### config.mk
export PLATFORM = sky130hd
export DESIGN_NAME = gx4000_bank_mapper
export DESIGN_NICKNAME = d
export VERILOG_FILES = /design/src/rtl/gx4000_mapper_pkg.sv /design/src/rtl/gx4000_mem_txn.sv /design/src/rtl/gx4000_bank_mapper.sv
export SDC_FILE = /design/constraint.sdc
export NUM_CORES = 1
export LEC_CHECK = 0
export BUFFER_PORTS_ARGS = -buffer_cell sky130_fd_sc_hd__buf_4
export CORE_MARGIN = 2
export CORE_UTILIZATION = 51
export CTS_CLUSTER_SIZE = 24
export DETAILED_ROUTE_END_ITERATION = 16
export GPL_ROUTABILITY_DRIVEN = 1
export PLACE_DENSITY = 0.77
export SYNTH_ARGS = -nofsm -noshare
export SYNTH_HDL_FRONTEND = slang
export SYNTH_HIERARCHICAL = 1
export SYNTH_SLANG_ARGS = --single-unit
### constraint.sdc
create_clock -name clk_sys -period 2.55 [get_ports clk_sys]
set_input_delay 0.3825 -clock clk_sys [delete_from_list [all_inputs] [get_ports clk_sys]]
set_output_delay 0.3825 -clock clk_sys [all_outputs]
set_load 0.02 [all_outputs]
### src/rtl/gx4000_mapper_pkg.sv
// gx4000_mapper_pkg
//   Shared definitions for the GX4000 bank mapper: fault codes, page
//   protection encodings, transaction FSM states, the CPU write-request
//   record and the I/O register index map.
package gx4000_mapper_pkg;

    typedef enum logic [7:0] {
        FLT_NONE      = 8'd0,
        FLT_PROTECTED = 8'd1,
        FLT_LOCKED    = 8'd3,
        FLT_BUSY      = 8'd4,
        FLT_TIMEOUT   = 8'd5
    } fault_e;

    typedef enum logic [1:0] {
        PROT_NONE  = 2'd0,
        PROT_NO_RD = 2'd1,
        PROT_NO_WR = 2'd2,
        PROT_ALL   = 2'd3
    } prot_e;

    typedef enum logic [1:0] {
        TXN_IDLE,
        TXN_REQ,
        TXN_DENY,
        TXN_RESP
    } txn_state_e;

    // Write half of a CPU access, latched at the strobe.
    typedef struct packed {
        logic       we;
        logic [7:0] wdata;
    } cpu_req_t;

    // Register map: bank_base[0..np-1], protect[np..2np-1], CTRL, EXP_BANK,
    // FAULT, then one counter per page.
    function automatic int unsigned reg_protect(int unsigned np, int unsigned p);
        return np + p;
    endfunction
    function automatic int unsigned reg_ctrl(int unsigned np);
        return 2 * np;
    endfunction
    function automatic int unsigned reg_exp_bank(int unsigned np);
        return 2 * np + 1;
    endfunction
    function automatic int unsigned reg_fault(int unsigned np);
        return 2 * np + 2;
    endfunction
    function automatic int unsigned reg_count(int unsigned np, int unsigned p);
        return 2 * np + 3 + p;
    endfunction

    // Bit 0 blocks reads, bit 1 blocks writes.
    function automatic logic prot_denied(logic [1:0] prot, logic is_wr);
        return is_wr ? prot[1] : prot[0];
    endfunction

endpackage

### src/rtl/gx4000_mem_txn.sv
// gx4000_mem_txn
//   Request/acknowledge handshake for one CPU access, with abort after
//   TIMEOUT cycles without mem_ack.
//   start/deny  : accepted access (allowed / refused by protection)
//   mem_req     : request held while waiting for mem_ack
//   busy/done   : transaction in flight / one-cycle completion pulse
//   ack_hit     : ack taken this cycle; timeout_hit: abort this cycle
//   rdata       : mem_q on ack, 8'hFF on refusal or timeout
module gx4000_mem_txn #(
    parameter int TIMEOUT = 64
) (
    input  logic       clk_sys,
    input  logic       reset,
    input  logic       start,
    input  logic       deny,
    input  logic       mem_ack,
    input  logic [7:0] mem_q,
    output logic       mem_req,
    output logic       busy,
    output logic       done,
    output logic       ack_hit,
    output logic       timeout_hit,
    output logic [7:0] rdata
);
    import gx4000_mapper_pkg::*;

    localparam int TCW = $clog2(TIMEOUT);
    localparam logic [TCW-1:0] T_LAST = TCW'(TIMEOUT - 1);

    txn_state_e     state, state_nxt;
    logic [TCW-1:0] tcnt;

    assign mem_req     = (state == TXN_REQ);
    assign busy        = (state != TXN_IDLE);
    assign done        = (state == TXN_RESP);
    assign ack_hit     = mem_req && mem_ack;
    // An ack on the last allowed cycle still wins over the abort.
    assign timeout_hit = mem_req && !mem_ack && (tcnt == T_LAST);

    always_comb begin
        state_nxt = state;
        case (state)
            TXN_IDLE: if (start) state_nxt = TXN_REQ;
                      else if (deny) state_nxt = TXN_DENY;
            TXN_REQ:  if (ack_hit || timeout_hit) state_nxt = TXN_RESP;
            // Refused accesses idle one cycle so they finish two cycles
            // after the strobe, like the fastest acked access.
            TXN_DENY: state_nxt = TXN_RESP;
            TXN_RESP: state_nxt = TXN_IDLE;
            default:  state_nxt = TXN_IDLE;
        endcase
    end

    always_ff @(posedge clk_sys) begin
        if (reset) begin
            state <= TXN_IDLE;
            tcnt  <= '0;
            rdata <= '0;
        end else begin
            state <= state_nxt;
            tcnt  <= mem_req ? tcnt + TCW'(1) : '0;
            if (ack_hit)
                rdata <= mem_q;
            else if (timeout_hit || deny)
                rdata <= 8'hFF;
        end
    end

endmodule

### src/rtl/gx4000_bank_mapper.sv
// gx4000_bank_mapper
//   Plus/GX4000 memory mapper: per-page bank translation of CPU addresses
//   to cartridge/SDRAM or expansion RAM, page protection, fault latch and
//   saturating per-page access counters.
//   cpu_*   : strobed CPU access in, rdata/busy/done out
//   io_*    : configuration register port, read data one cycle after io_rd
//   mem_*   : request/ack port to the SDRAM arbiter
//   exp_*   : expansion-RAM target flag and address for the current request
//   fault*  : latched fault code and level interrupt
module gx4000_bank_mapper #(
    parameter int PAGE_BITS  = 14,
    parameter int BANK_W     = 8,
    parameter int MEM_AW     = BANK_W + PAGE_BITS,
    parameter int EXP_BANK_W = 5,
    parameter int EXP_AW     = EXP_BANK_W + PAGE_BITS,
    parameter int TIMEOUT    = 64
) (
    input  logic              clk_sys,
    input  logic              reset,
    input  logic              enable,
    input  logic [15:0]       cpu_addr,
    input  logic [7:0]        cpu_wdata,
    input  logic              cpu_rd,
    input  logic              cpu_wr,
    output logic [7:0]        cpu_rdata,
    output logic              cpu_busy,
    output logic              cpu_done,
    input  logic [7:0]        io_addr,
    input  logic              io_wr,
    input  logic              io_rd,
    input  logic [7:0]        io_wdata,
    output logic [7:0]        io_rdata,
    output logic              mem_req,
    output logic              mem_we,
    output logic [MEM_AW-1:0] mem_addr,
    output logic [7:0]        mem_wdata,
    input  logic              mem_ack,
    input  logic [7:0]        mem_q,
    output logic              exp_sel,
    output logic [EXP_AW-1:0] exp_addr,
    output logic [7:0]        fault,
    output logic              fault_irq
);
    import gx4000_mapper_pkg::*;

    localparam int NUM_PAGES = 2 ** (16 - PAGE_BITS);
    localparam int PG_W      = 16 - PAGE_BITS;

    logic [NUM_PAGES-1:0][BANK_W-1:0] bank_base;
    logic [NUM_PAGES-1:0][1:0]        protect;
    logic [NUM_PAGES-1:0][7:0]        count;
    logic                             lock, exp_en;
    logic [EXP_BANK_W-1:0]            exp_bank;
    logic [7:0]                       fault_q, rd_mux;
    logic [31:0]                      io_idx;

    logic [PG_W-1:0]      page, page_q;
    logic [PAGE_BITS-1:0] offset;
    logic                 xsel_q;
    cpu_req_t             req_q;
    logic accept, denied, txn_start, txn_deny, busy_hit, lock_hit;
    logic ack_hit, timeout_hit;

    assign io_idx = {24'd0, io_addr};
    assign page   = cpu_addr[15:PAGE_BITS];
    assign offset = cpu_addr[PAGE_BITS-1:0];

    // All decisions use the register values from before any same-cycle
    // configuration write.
    assign accept    = enable && (cpu_rd || cpu_wr) && !cpu_busy;
    assign busy_hit  = enable && (cpu_rd || cpu_wr) && cpu_busy;
    assign denied    = prot_denied(protect[page], cpu_wr);
    assign txn_start = accept && !denied;
    assign txn_deny  = accept && denied;
    assign lock_hit  = io_wr && lock &&
                       (io_idx < reg_ctrl(NUM_PAGES) || io_idx == reg_exp_bank(NUM_PAGES));

    gx4000_mem_txn #(.TIMEOUT(TIMEOUT)) u_txn (
        .clk_sys     (clk_sys),
        .reset       (reset),
        .start       (txn_start),
        .deny        (txn_deny),
        .mem_ack     (mem_ack),
        .mem_q       (mem_q),
        .mem_req     (mem_req),
        .busy        (cpu_busy),
        .done        (cpu_done),
        .ack_hit     (ack_hit),
        .timeout_hit (timeout_hit),
        .rdata       (cpu_rdata)
    );

    // Translation captured at the strobe and held for the whole request.
    always_ff @(posedge clk_sys) begin
        if (reset) begin
            mem_addr <= '0;
            exp_addr <= '0;
            xsel_q   <= 1'b0;
            req_q    <= '0;
            page_q   <= '0;
        end else if (txn_start) begin
            mem_addr <= MEM_AW'({bank_base[page], offset});
            exp_addr <= EXP_AW'({exp_bank, offset});
            xsel_q   <= exp_en && (&page);
            req_q    <= '{we: cpu_wr, wdata: cpu_wdata};
            page_q   <= page;
        end
    end

    assign mem_we    = mem_req && req_q.we;
    assign mem_wdata = req_q.wdata;
    assign exp_sel   = mem_req && xsel_q;

    // Configuration registers; the lock only freezes the mapping itself.
    always_ff @(posedge clk_sys) begin
        if (reset) begin
            bank_base <= '0;
            protect   <= '0;
            exp_bank  <= '0;
            lock      <= 1'b0;
            exp_en    <= 1'b0;
        end else if (io_wr) begin
            if (!lock) begin
                for (int unsigned p = 0; p < NUM_PAGES; p++) begin
                    if (io_idx == p) bank_base[p] <= BANK_W'(io_wdata);
                    if (io_idx == reg_protect(NUM_PAGES, p)) protect[p] <= io_wdata[1:0];
                end
                if (io_idx == reg_exp_bank(NUM_PAGES)) exp_bank <= EXP_BANK_W'(io_wdata);
            end
            if (io_idx == reg_ctrl(NUM_PAGES)) begin
                lock   <= io_wdata[0];
                exp_en <= io_wdata[1];
            end
        end
    end

    always_ff @(posedge clk_sys) begin
        if (reset) begin
            count <= '0;
        end else begin
            for (int p = 0; p < NUM_PAGES; p++)
                if (ack_hit && page_q == PG_W'(p) && count[p] != 8'hFF)
                    count[p] <= count[p] + 8'd1;
        end
    end

    // A new fault always beats a clear written in the same cycle.
    always_ff @(posedge clk_sys) begin
        if (reset)                                        fault_q <= FLT_NONE;
        else if (timeout_hit)                             fault_q <= FLT_TIMEOUT;
        else if (txn_deny)                                fault_q <= FLT_PROTECTED;
        else if (busy_hit)                                fault_q <= FLT_BUSY;
        else if (lock_hit)                                fault_q <= FLT_LOCKED;
        else if (io_wr && io_idx == reg_fault(NUM_PAGES)) fault_q <= FLT_NONE;
    end

    assign fault     = fault_q;
    assign fault_irq = |fault_q;

    always_comb begin
        rd_mux = '0;
        for (int unsigned p = 0; p < NUM_PAGES; p++) begin
            if (io_idx == p)                         rd_mux = 8'(bank_base[p]);
            if (io_idx == reg_protect(NUM_PAGES, p)) rd_mux = {6'd0, protect[p]};
            if (io_idx == reg_count(NUM_PAGES, p))   rd_mux = count[p];
        end
        if (io_idx == reg_ctrl(NUM_PAGES))     rd_mux = {6'd0, exp_en, lock};
        if (io_idx == reg_exp_bank(NUM_PAGES)) rd_mux = 8'(exp_bank);
        if (io_idx == reg_fault(NUM_PAGES))    rd_mux = fault_q;
    end

    always_ff @(posedge clk_sys) begin
        if (reset)      io_rdata <= '0;
        else if (io_rd) io_rdata <= rd_mux;
    end

endmodule

# Word-level counts from Yosys, hierarchy flattened
# Cells that the tools add are included.
dict set report totals {
  reg_bits 159
  in_bits 56
  output_inout_bits 79
}
dict set report classes {
  add_sub_neg 5
  magnitude_cmp 2
  eq_ne 27
  muxes 31
  bitwise_logic 2
  reduce_logical 51
}
# op n
set ops {}
lappend ops {{two-way mux 8 bit} 18}
lappend ops {{== test 8 x 4 -> 1 bit, second input constant} 7}
lappend ops {{adder 8 x 1 -> 8 bit, second input constant} 4}
lappend ops {{== test 8 x 3 -> 1 bit, second input constant} 4}
lappend ops {{logical NOT 32 bit} 1}
lappend ops {{!= test 8 bit, second input constant} 4}
lappend ops {{AND reduction 3 bit} 9}
lappend ops {{logical AND 1 bit} 22}
lappend ops {{binary-select mux 8 bit (select 2 bit)} 1}
lappend ops {{== test 8 x 2 -> 1 bit, second input constant} 2}
lappend ops {{two-way mux 3 bit} 5}
lappend ops {{== test 2 bit, second input constant} 4}
lappend ops {{== test 8 x 1 -> 1 bit, second input constant} 1}
lappend ops {{less-than comparator 8 x 4 -> 1 bit, second input constant} 1}
lappend ops {{two-way mux 2 bit} 4}
lappend ops {{case mux 2 bit (4 select lines)} 1}
lappend ops {{adder 6 x 1 -> 6 bit, second input constant} 1}
lappend ops {{== test 6 bit, second input constant} 1}
lappend ops {{AND reduction 2 bit} 3}
lappend ops {{nonzero test 2 bit} 3}
lappend ops {{nonzero test 5 bit} 1}
lappend ops {{binary-select mux 2 bit (select 2 bit)} 1}
lappend ops {{== test 2 x 1 -> 1 bit, second input constant} 2}
lappend ops {{logical NOT 2 bit} 2}
lappend ops {{10 further kinds} 16}

# Depth between registers and ports, before layout
dict set report depth {
  word_depth 16
  depth_mapped 11
  mapped_depth_nobuf 10
}

# Modules after synthesis
# The synthesis kept the hierarchy.
# module instances cells_each area_per_inst_um2 seq_area_each_um2
set modules_own_cells {}
lappend modules_own_cells {gx4000_bank_mapper 1 821 6643.9 2582.5}
lappend modules_own_cells {gx4000_mem_txn 1 86 725.7 320.3}

# Least setup slack after synthesis
# Ideal clock, no wire load.
dict set report synth_path {
  path_kind {input-to-reg}
  from {in cpu_addr[14]}
  to {reg u_txn.state[0]}
  setup_time_ns 0.087
  arrival_ns 2.346
  t_required_ns 2.463
  slack_ns 0.116
  cell_stages 9
  n_path_buf 1
  cell_sequence {mux4_2 -> mux2i_1 -> nand2_1 -> inv_1 -> clkbuf_1 -> nor2_1 -> a22o_1 -> or4_1 -> o31ai_1}
}
dict set report synth_between {
  elab_chain_len 7
  word_cells_on_any_way 10
  cone_classes {eq/ne (1); mux (5); reduce/logical (4)}
}
# item line_no
set synth_lines {}
lappend synth_lines {{start: declaration} gx4000_bank_mapper.sv:21} ;# input logic [15:0] cpu_addr,
lappend synth_lines {{binary-select mux 2 bit (select 2 bit) *} gx4000_bank_mapper.sv:72} ;# assign denied = prot_denied(protect[page], cpu_wr);
lappend synth_lines {{two-way mux 2 bit (implied by the code) *} gx4000_bank_mapper.sv:72}
lappend synth_lines {{two-way mux 1 bit *} gx4000_mapper_pkg.sv:55} ;# return is_wr ? prot[1] : prot[0];
lappend synth_lines {{logical NOT 1 bit *} gx4000_bank_mapper.sv:73} ;# assign txn_start = accept && !denied;
lappend synth_lines {{logical AND 1 bit *} gx4000_bank_mapper.sv:73}
lappend synth_lines {{via txn_start} gx4000_bank_mapper.sv:61} ;# logic accept, denied, txn_start, txn_deny, busy_hit, lock_hit;
lappend synth_lines {{two-way mux 2 bit / != test 3 x 2 -> 1 bit (equally long branches)} n/a}
lappend synth_lines {{case mux 2 bit (4 select lines) / AND reduction 2 bit (equally long branches)} n/a}
lappend synth_lines {{end signal: assignment} gx4000_mem_txn.sv:60} ;# state <= state_nxt;
lappend synth_lines {{end: declaration} gx4000_mem_txn.sv:30} ;# txn_state_e state, state_nxt;
# The timed path passes the listed nets; every way through them passes the cells marked *. The select of a mux whose other input is x is not followed.
# A chain may end at the register's enable or synchronous reset.

# Worst setup path after layout
dict set report layout_path {
  from {reg u_txn.state[1]}
  to {reg count[7] (netlist bit)}
}
dict set report layout_between {
  elab_chain_len 4
}
# item line_no
set layout_lines {}
lappend layout_lines {{== test 2 x 1 -> 1 bit} gx4000_mem_txn.sv:33} ;# assign mem_req = (state == TXN_REQ);
lappend layout_lines {{logical AND 1 bit} gx4000_mem_txn.sv:36} ;# assign ack_hit = mem_req && mem_ack;
lappend layout_lines {{via ack_hit} gx4000_bank_mapper.sv:62} ;# logic ack_hit, timeout_hit;
lappend layout_lines {{logical AND 1 bit (2 in a row)} gx4000_bank_mapper.sv:142} ;# if (ack_hit && page_q == PG_W'(p) && count[p] != 8'hFF)
lappend layout_lines {{end signal: indexed assignment} gx4000_bank_mapper.sv:143} ;# count[p] <= count[p] + 8'd1;
lappend layout_lines {{end: declaration} gx4000_bank_mapper.sv:51} ;# logic [NUM_PAGES-1:0][7:0] count;
# The timed path passes the listed nets, and every way through them passes these cells.

==> summary.txt <==
Status = finished clean
CP Class = reg -> reg
Setup violators final = 0
Sw Ratio = 28.7%
Router iterations before antenna repair = 5
P_int = 4.20 mW
R2r endpoint = count[7]
Leakage = 3.51 nW
Clock Skews = 0.00522 ns
I/O Pins = 135
Clk network pwr share = 40.6%
Number of synthesized flops with an enable pin = 0
Hold Buf Count CTS = 0
Mapped Cells = 907
Hold Crit Start = cpu_wdata[3]
Register area share after synthesis = 39.4%
Yosys top cell area share = 39.4%
Commonest non-fill, non-tap cell in the layout = buf_4
Largest stage delay on the critical path = 0.51 ns
WHS Path Cells = 3
Clock tree buffer depth = 2
Inst Count DP = 1168
Final min period = 2.23 ns
DRC viols = 0
Worst skew pair latency = 0.42 ns
1st-iter DRT viols = 659
Mean post-synth cell area = 8.13 um2
Vias per std cell = 5.76
Initial antenna violation count = 0
Layout overhead on the synthesized area = 21.7%
Die height = 124 um
Fin util = 64.1%
Crit. End Element = flip-flop
DR vias = 6912
Max_slew headroom = 54.2%
Setup slack after layout = 0.323 ns
CTS Sinks = 145
Logic pwr share = 18.0%
Rows = 43
DP HPWL = 14700 um
Main synth FF type = dfxtp_1
Worst-path maximum fanout = 7
Hold endpoint = mem_wdata[3]
Max Cap Violations = 0
Final worst-path cycle share = 87.3%
Worst-path clk slew = 0.06 ns
Async set-reset flop share out of synthesis = 0%
Layout cell share with drive strength beyond 1 = 20.7%
Non-Filler Instances = 1200
Inserted Clock Buffers = 17
Post-Syn Area = 7370 um2
Reg2Reg Depth = 8
Max Slew Vio Count = 0
Setup bufs post-CTS = 0
Most frequent cells in the layout = buf_4 (155), dfxtp_1 (145), nand2_1 (129), nor2_1 (105), a21oi_1 (104)
Buf/Inv on CP = 2
Synth warn = 6
Final setup TNS = 0 ns
Largest net degree at the start of global routing = 82
Yosys cell types = 63
Core area = 14000 um2
Worst IR Drop VDD = 0.441 mV
Most used cell, CP = inv_1
Worst min path class = in -> reg
Synth area leaders = dfxtp_1 (39%), a21oi_1 (7.1%), nand2_1 (6.6%)
Gp weighted congestion = 1.01
Routed Antenna Nets = 0
Worst path slowest cell = or4_1
IO Port Bufs = 129
First-pass GRT wire length = 33300 um
H-tree depth = 4
Final hold vios = 0
TritonCTS clock tree = yes
Initial Utilization = 52.7%
Switch Pwr = 1.69 mW
Area leader, netlist = dfxtp_1
Synthesized flop and latch total = 145
WP data required = 2.90 ns
Wirelength per Cell = 17.1 um
Total GRT Usage = 26.3%
Cell Chain, Critical Path = inv_1 -> ha_1 -> nand2_1 -> inv_1 -> nor3b_1 -> o21ai_1 -> or4_1 -> a21oi_1
Sequential power share = 41.3%
Worst R2R Start = u_txn/state[1]
Vias in the first global route = 6516
Pre-CTS setup slack = 0.185 ns
Critical Path AT = 2.58 ns
Total power = 5.90 mW
Worst R2R Setup Slack = 0.32 ns
Setup crit start kind = flip-flop
GRT overflow = 0
Root Buffer = clkbuf_16
Total wire length = 20500 um
# diodes = 0
Worst-Margin Slew = 0.687 ns
RSZ-0062 raised after global routing = false
Die width = 124 um
Power density over the cells = 657 nW/um2
# resized after CTS = 0
# nets final = 1072
Die area = 15400 um2
Crit-path leading delay family = simple AND/OR/NAND/NOR gates
Fmax = 449 MHz
## Yosys cell counts (15+ instances only)
library cell  instances
dfxtp_1             145
nand2_1             129
nor2_1              105
a21oi_1             104
clkbuf_1             39
nand3_1              38
mux2i_1              33
o21ai_0              30
buf_4                28
inv_1                20
nor2b_1              18
nand4_1              16
xor2_1               15
## tightest hold or removal path, cell delays in order
cell and delay [ns]:
buf_4 0.11, nand2_1 0.04, a21oi_1 0.05
## logic make-up (layout without fill, tap and decap cells)
logic type | Yosys count | after routing | synth area share [%]
XOR/XNOR | 27 | 27 | 3.21
other | 1 | 5 | 0.0509
multiplexers | 50 | 50 | 8.61
AND/OR/NAND/NOR | 368 | 368 | 23.7
flip-flops | 145 | 145 | 39.4
AO/OA/AOI/OAI | 207 | 207 | 16.8
buffers and inverters | 100 | 209 | 6.72
adder cells (fa/ha/maj) | 9 | 9 | 1.53
## per-layer routing
| layer | vias up | global-route usage, % | part of all wire [%] |
|---|---|---|---|
| met5 | - | 0 | 0 |
| met2 | 273 | 42.1 | 47 |
| met4 | 0 | 11.6 | 2.9 |
| li1 | 3337 | - | - |
| met1 | 3259 | 34.5 | 43 |
| met3 | 43 | 5.29 | 7.2 |
## how the worst max path moves through the flow
| stage | depth (start not counted) | slack [ns] | startpoint | end |
|---|---|---|---|---|
| floorplan | 9 | 0.12 | cpu_addr[14] | u_txn/state[0] |
| global placement | 8 | 0.25 | io_addr[7] | io_rdata[6] |
| detailed placement | 9 | 0.18 | cpu_addr[14] | u_txn/state[0] |
| CTS | 8 | 0.34 | protect[1] | u_txn/state[0] |
| global route | 10 | 0.14 | u_txn/state[1] | u_txn/state[0] |
| finish | 8 | 0.32 | u_txn/state[1] | count[7] |
## power groups by stage
| stage | sequential (mW) | combinational [mW] | clock, mW |
|---|---|---|---|
| global route | 2.45 | 1.15 | 2.53 |
| detailed placement | 2.49 | 1.06 | 0 |
| floorplan | 2.54 | 0.651 | 0 |
| CTS | 2.44 | 1.06 | 2.43 |
| finish | 2.44 | 1.06 | 2.39 |
| global placement | 2.48 | 1.04 | 0 |
## registers in the layout (all words and copies together), names as in the netlist, 2 cells and up
register / count
bank_base: 32
count: 32
mem_addr: 22
io_rdata: 8
mem_wdata: 8
protect: 8
u_txn/rdata: 8
u_txn/tcnt: 6
exp_addr: 5
exp_bank: 5
fault: 3
page_q: 2
u_txn/state: 2
## per-stage QoR
| stage | instance area, um2 | hold WS, ns |
|---|---|---|
| 2_1_floorplan | 7380 | 0.418 |
| 3_3_place_gp | 8400 | 0.429 |
| 3_5_place_dp | 8400 | 0.448 |
| 4_1_cts | 8970 | 0.190 |
| 5_1_grt | 8970 | 0.187 |
| 6_report | 8970 | 0.203 |
## area by class of cell
class	instances	area, um2
Sequential cell	145	2900
Clock inverter	10	100
Inverter	20	75.1
Clock buffer	22	474
Multi-Input combinational cell	666	3990
Fill cell	1234	5020
Timing Repair Buffer	157	1200
Tap cell	180	225
(Power assumes the default switching activity.)
